===== src/rtl/cpu_pkg.sv =====
// Shared CPU definitions: widths, the empty instruction and the fetch entry layout.
package cpu_pkg;

  localparam int ADDR_W     = 4;
  localparam int INSTR_W    = 12;
  localparam int IMEM_DEPTH = 16;
  localparam int ENTRY_W    = INSTR_W + ADDR_W;

  localparam logic [INSTR_W-1:0] NOP_INSTR = 12'h000;

  // One fetched instruction together with the address it came from.
  typedef struct packed {
    logic [INSTR_W-1:0] instr;
    logic [ADDR_W-1:0]  pc;
  } fetch_entry_t;

  localparam logic [ENTRY_W-1:0] EMPTY_ENTRY = {NOP_INSTR, 4'd0};

  // Sequential next address; the 4-bit result wraps 15 -> 0.
  function automatic logic [ADDR_W-1:0] pc_incr(input logic [ADDR_W-1:0] pc);
    return pc + 4'd1;
  endfunction

endpackage


===== src/rtl/fetch_skid_buffer.sv =====
// Two-entry output/skid register pair between fetch and decode.
// The output register feeds decode; the skid register catches a returning
// fetch while the output register is stalled, so nothing is ever dropped.
module fetch_skid_buffer
  import cpu_pkg::*;
(
  input  logic               clk,
  input  logic               rst,
  input  logic               i_flush,
  input  logic               i_in_valid,
  input  logic [ENTRY_W-1:0] i_in_data,
  input  logic               i_out_ready,
  output logic               o_out_valid,
  output logic [ENTRY_W-1:0] o_out_data,
  output logic               o_skid_valid
);

  logic               r_out_valid;
  logic [ENTRY_W-1:0] r_out_data;
  logic               r_skid_valid;
  logic [ENTRY_W-1:0] r_skid_data;

  logic               w_pop;
  logic               w_out_valid;
  logic [ENTRY_W-1:0] w_out_data;
  logic               w_skid_valid;
  logic [ENTRY_W-1:0] w_skid_data;

  assign w_pop = r_out_valid && i_out_ready;

  // Next-state of both registers; the older entry always moves toward decode first.
  always_comb begin
    w_out_valid  = r_out_valid;
    w_out_data   = r_out_data;
    w_skid_valid = r_skid_valid;
    w_skid_data  = r_skid_data;
    if (i_flush) begin
      // A coincident pop has already been taken by decode; everything else goes.
      w_out_valid  = 1'b0;
      w_skid_valid = 1'b0;
    end else if (!r_out_valid || w_pop) begin
      if (r_skid_valid) begin
        w_out_valid  = 1'b1;
        w_out_data   = r_skid_data;
        w_skid_valid = i_in_valid;
        if (i_in_valid) begin
          w_skid_data = i_in_data;
        end else begin
          w_skid_data = r_skid_data;
        end
      end else begin
        w_out_valid = i_in_valid;
        if (i_in_valid) begin
          w_out_data = i_in_data;
        end else begin
          w_out_data = r_out_data;
        end
      end
    end else begin
      // Output stalled: a returning fetch parks in the skid slot.
      if (i_in_valid) begin
        w_skid_valid = 1'b1;
        w_skid_data  = i_in_data;
      end else begin
        w_skid_valid = r_skid_valid;
      end
    end
  end

  // Register the buffer state.
  always_ff @(posedge clk or posedge rst) begin
    if (rst) begin
      r_out_valid  <= 1'b0;
      r_out_data   <= EMPTY_ENTRY;
      r_skid_valid <= 1'b0;
      r_skid_data  <= EMPTY_ENTRY;
    end else begin
      r_out_valid  <= w_out_valid;
      r_out_data   <= w_out_data;
      r_skid_valid <= w_skid_valid;
      r_skid_data  <= w_skid_data;
    end
  end

  assign o_out_valid  = r_out_valid;
  assign o_out_data   = r_out_data;
  assign o_skid_valid = r_skid_valid;

endmodule


===== src/rtl/instruction_fetch.sv =====
// Instruction fetch stage: PC, fetch issue with credit check, in-flight tag,
// branch redirect and halt. Memory has one cycle of read latency.
module instruction_fetch
  import cpu_pkg::*;
(
  input  logic               clk,
  input  logic               reset,
  output logic [ADDR_W-1:0]  read_address,
  input  logic [INSTR_W-1:0] instruction,
  output logic [INSTR_W-1:0] if_instr,
  output logic [ADDR_W-1:0]  if_pc,
  output logic               if_valid,
  input  logic               id_ready,
  input  logic               branch_taken,
  input  logic [ADDR_W-1:0]  branch_target,
  input  logic               halt
);

  logic [ADDR_W-1:0]  r_pc;
  logic               r_inflight;
  logic [ADDR_W-1:0]  r_inflight_pc;

  logic               w_out_valid;
  logic               w_skid_valid;
  logic [ENTRY_W-1:0] w_out_data;
  logic [ENTRY_W-1:0] w_in_data;
  fetch_entry_t       w_out_entry;
  logic [1:0]         w_held;
  logic               w_issue;

  // Entries that will occupy the buffer after this edge, counting the fetch
  // now returning; issuing only below 2 guarantees the next return has a slot.
  assign w_held  = {1'b0, w_out_valid} + {1'b0, w_skid_valid} + {1'b0, r_inflight}
                 - {1'b0, (w_out_valid && id_ready)};
  assign w_issue = !halt && !branch_taken && (w_held < 2'd2);

  // PC, in-flight flag and its address tag; a redirect overrides everything.
  always_ff @(posedge clk or posedge reset) begin
    if (reset) begin
      r_pc          <= 4'd0;
      r_inflight    <= 1'b0;
      r_inflight_pc <= 4'd0;
    end else if (branch_taken) begin
      r_pc       <= branch_target;
      r_inflight <= 1'b0;
    end else if (w_issue) begin
      r_pc          <= pc_incr(r_pc);
      r_inflight    <= 1'b1;
      r_inflight_pc <= r_pc;
    end else begin
      r_inflight <= 1'b0;
    end
  end

  assign w_in_data = {instruction, r_inflight_pc};

  fetch_skid_buffer u_skid (
    .clk          (clk),
    .rst          (reset),
    .i_flush      (branch_taken),
    .i_in_valid   (r_inflight),
    .i_in_data    (w_in_data),
    .i_out_ready  (id_ready),
    .o_out_valid  (w_out_valid),
    .o_out_data   (w_out_data),
    .o_skid_valid (w_skid_valid)
  );

  assign w_out_entry  = fetch_entry_t'(w_out_data);
  assign read_address = r_pc;
  assign if_instr     = w_out_entry.instr;
  assign if_pc        = w_out_entry.pc;
  assign if_valid     = w_out_valid;

endmodule


===== config.mk =====
export PLATFORM = sky130hd
export DESIGN_NAME = instruction_fetch
export DESIGN_NICKNAME = d
export VERILOG_FILES = /design/src/rtl/cpu_pkg.sv /design/src/rtl/fetch_skid_buffer.sv /design/src/rtl/instruction_fetch.sv
export SDC_FILE = /design/constraint.sdc
export NUM_CORES = 1
export LEC_CHECK = 0
export ABC_CLOCK_PERIOD_IN_PS = 3700
export CORE_MARGIN = 2
export CORE_UTILIZATION = 37
export CTS_CLUSTER_SIZE = 12
export DETAILED_ROUTE_END_ITERATION = 12
export SLEW_MARGIN = 10
export SYNTH_ARGS = -nofsm -noshare
export SYNTH_HDL_FRONTEND = slang
export SYNTH_SLANG_ARGS = --single-unit

===== constraint.sdc =====
create_clock -name clk -period 3.7 [get_ports clk]
set_clock_uncertainty 0.1 [all_clocks]
set_input_delay 0.74 -clock clk [delete_from_list [all_inputs] [get_ports clk]]
set_output_delay 0.74 -clock clk [all_outputs]
set_load 0.005 [all_outputs]

==> flow_metrics.py <==
metrics = {
    "timing": {
        "finalCritPeriodShare_pct": 76.80,
        "fin_crit_ns": 2.842,
        "fin_setup_tns_ns": 0,
        "hold_viol": 0,
        "finalSetupViolCount": 0,
        "slew-limit-headroom_pct": 30.03,
        "rsz0062_at_grt": "no",
        "fin_ws_ns": 0.8584,
        "drv_slew": 0,
        "worst_pin_slew_ns": 1.043,
        "max_freq_ghz": 0.3519,
    },
    "pwr": {
        "pwr-share-comb_pct": 23.9,
        "pwr-share-clk_pct": 23.4,
        "seq_power_share_pct": 52.8,
        "cellLeakagePower_nw": 1.033,
        "total_power_mw": 1.204,
        "powerDensity_nw_per_um2": 488.2,
        "ir_worst_vdd_mv": 0.2371,
        "sw_frac_of_total_pct": 25.99,
        "power_switching_mw": 0.3128,
        "internal_power_mw": 0.8911,
    },
    "finish": {
        "flow.area_growth_from_synthesis_pct": 31.23,
        "final_area_um2": 2466,
        "final_cells": 270,
        "finalNetCount": 226,
        "layout-drive-gt1-share_pct": 17.73,
        "diodes": 0,
        "layout_commonest_cell": "dfrtp_1",
        "layout_common_cells": "43 x dfrtp_1, 41 x clkdlybuf4s50_1, 22 x nor2_1",
    },
    "detailed_routing": {
        "antenna_left": 0,
        "dr.pass1.iters": 4,
        "first_iter_violations": 65,
        "vias": 1287,
        "via_per_inst": 4.767,
        "routedWlPerCell_um": 13.83,
        "wl_um": 3735,
        "drc": 0,
    },
    "yosys": {
        "async_reset_ff_share_pct": 100.0,
        "yosys_register_bits": 43,
        "syn_area_per_cell_um2": 12.05,
        "ys_seq_area_share_pct": 57.26,
        "syn_area_um2": 1879,
        "ys.warnings.count": 0,
        "synthFlopType": "dfrtp_1",
        "synth_cell_type_count": 24,
        "synth_edf_count": 0,
        "syn-num-nets": 180,
        "synthCells": 156,
    },
    "clocking": {
        "root_buffer": "clkbuf_8",
        "clk_pin_slew_ns": 0.07,
        "cts_hold_buf": 0,
        "clock_sinks": 43,
        "clk_latency_ns": 0.29,
        "cts_buffer_depth": 2,
        "post_cts_buffers": 0,
        "cts_tree": "done",
        "ctsResizeCount": 0,
        "cts_made_buffers": 5,
        "ctsHtreeMaxLevel": 2,
    },
    "setup_path": {
        "crit_fanout": 7,
        "endpoint_kind": "flip-flop",
        "crit_type": "primary input to flip-flop",
        "reg2reg_slack_ns": 1.32,
        "cp-start-kind": "primary input",
        "cp_data_arrival_time_ns": 2.92,
        "required_ns": 3.78,
    },
    "place": {
        "placed_cells": 262,
        "dp_hpwl_um": 2662,
        "dp_slack_ns": 0.5479,
        "place_area_um2": 2385,
        "gp_congestion": 0.7451,
        "port-buffer-count": 41,
    },
    "global_routing": {
        "gr-usage-all-layers_pct": 14.48,
        "grt_pass1_vias": 1288,
        "overflow": 0,
        "antenna_found_initial": 0,
        "grt_max_degree": 30,
        "grt_pass1_wl_um": 6037,
        "use_met3_pct": 4.418,
        "grtUsageMet1_pct": 18.42,
        "use_met2_pct": 23.10,
        "busiest_layer": "met2",
    },
    "floorplanning": {
        "ios": 42,
        "dieArea_um2": 5666,
        "fp.dieW_um": 75.27,
        "die_height_um": 75.27,
        "start_util_pct": 39.01,
        "row_count": 25,
        "core_um2": 4817,
    },
    "outcome": {
        "status": "finished clean",
    },
    "hold_path": {
        "hold_path_class": "flip-flop to flip-flop",
    },
    "flow_run": {
        "maxCapViolCount": 0,
    },
}
[power groups by stage]
stage / clock network (mW) / logic, mW / registers, mW
6_report: 0.281 / 0.287 / 0.635
5_1_grt: 0.314 / 0.318 / 0.651
4_1_cts: 0.292 / 0.294 / 0.636
3_5_place_dp: 0 / 0.293 / 0.645
3_3_place_gp: 0 / 0.283 / 0.641
2_1_floorplan: 0 / 0.131 / 0.636
[area by class of cell]
cell class	instances	area [um^2]
fill	453	2351
clock inverter	1	5.005
sequential	43	1076
multi-input combinational	101	758.2
timing repair buffer	46	447.9
inverter	5	18.77
tap	67	83.83
clock buffer	7	76.32
[metal layers]
layer	vias to the layer above	share of wire, %
met4	0	1.2
li1	636	-
met5	-	0
met2	28	50
met1	619	44
met3	4	4.9
[Yosys cell counts, types with 2 or more instances]
| cell | count | area share [%] |
|---|---|---|
| buf_2 | 2 | 0.53 |
| nor2b_1 | 2 | 0.67 |
| clkbuf_1 | 4 | 0.80 |
| a21oi_1 | 18 | 4.8 |
| inv_1 | 5 | 1.0 |
| nor2_1 | 22 | 4.4 |
| dfrtp_1 | 43 | 57 |
| nand2_1 | 2 | 0.40 |
| ha_1 | 3 | 2.0 |
| or3_1 | 2 | 0.67 |
| o21ai_0 | 4 | 1.1 |
| a31oi_1 | 2 | 0.67 |
| mux2_2 | 20 | 12 |
| mux2i_1 | 17 | 9.1 |
[state kept, by name, summed over array words and instances, names as in the netlist]
signal               count
u_skid.o_skid_valid      1
r_inflight               1
u_skid.o_out_data       16
r_inflight_pc            4
u_skid.o_out_valid       1
read_address             4
u_skid.r_skid_data      16
[path summary, 6_finish.rpt]
kind,from,to,cells after the start
worst min-delay path,u_skid.r_skid_data[1],u_skid.r_skid_data[1],1
worst max-delay path,id_ready,r_inflight_pc[1],9
worst min register to register,u_skid.r_skid_data[1],u_skid.r_skid_data[1],1
min in group asynchronous,reset,u_skid.r_skid_data[11],2
worst max register to register,u_skid.o_out_valid,r_inflight_pc[1],8
max in group asynchronous,reset,r_inflight,3
[per-stage QoR]
step,utilization (%),hold WS [ns]
6_report,51.19,0.4083
5_1_grt,51.19,0.4193
4_1_cts,51.19,0.4108
3_5_place_dp,49.51,0.3930
3_3_place_gp,49.51,0.3865
2_1_floorplan,-,0.3791
[critical path: stages]
cell	delay (ns)
clkdlybuf4s50_1	0.41
and2_1	0.16
ha_1	0.26
inv_1	0.04
ha_1	0.27
a21oi_2	0.15
mux2i_2	0.50
nor2_4	0.09
mux2_2	0.29
[cells by family (layout without fill, tap and decap cells)]
| kind of cell | after synthesis | count (layout) | share of synthesized area (%) |
|---|---|---|---|
| adders and majority gates | 3 | 3 | 1.998 |
| muxes | 38 | 38 | 21.77 |
| DFF | 43 | 43 | 57.26 |
| buffers and inverters | 12 | 59 | 2.730 |
| AOI/OAI and AO/OA | 26 | 26 | 7.657 |
| and+or+nand+nor | 33 | 33 | 8.122 |
| xor gates and xnor gates | 1 | 1 | 0.4661 |
No activity file was read; power rests on OpenSTA's default activity.
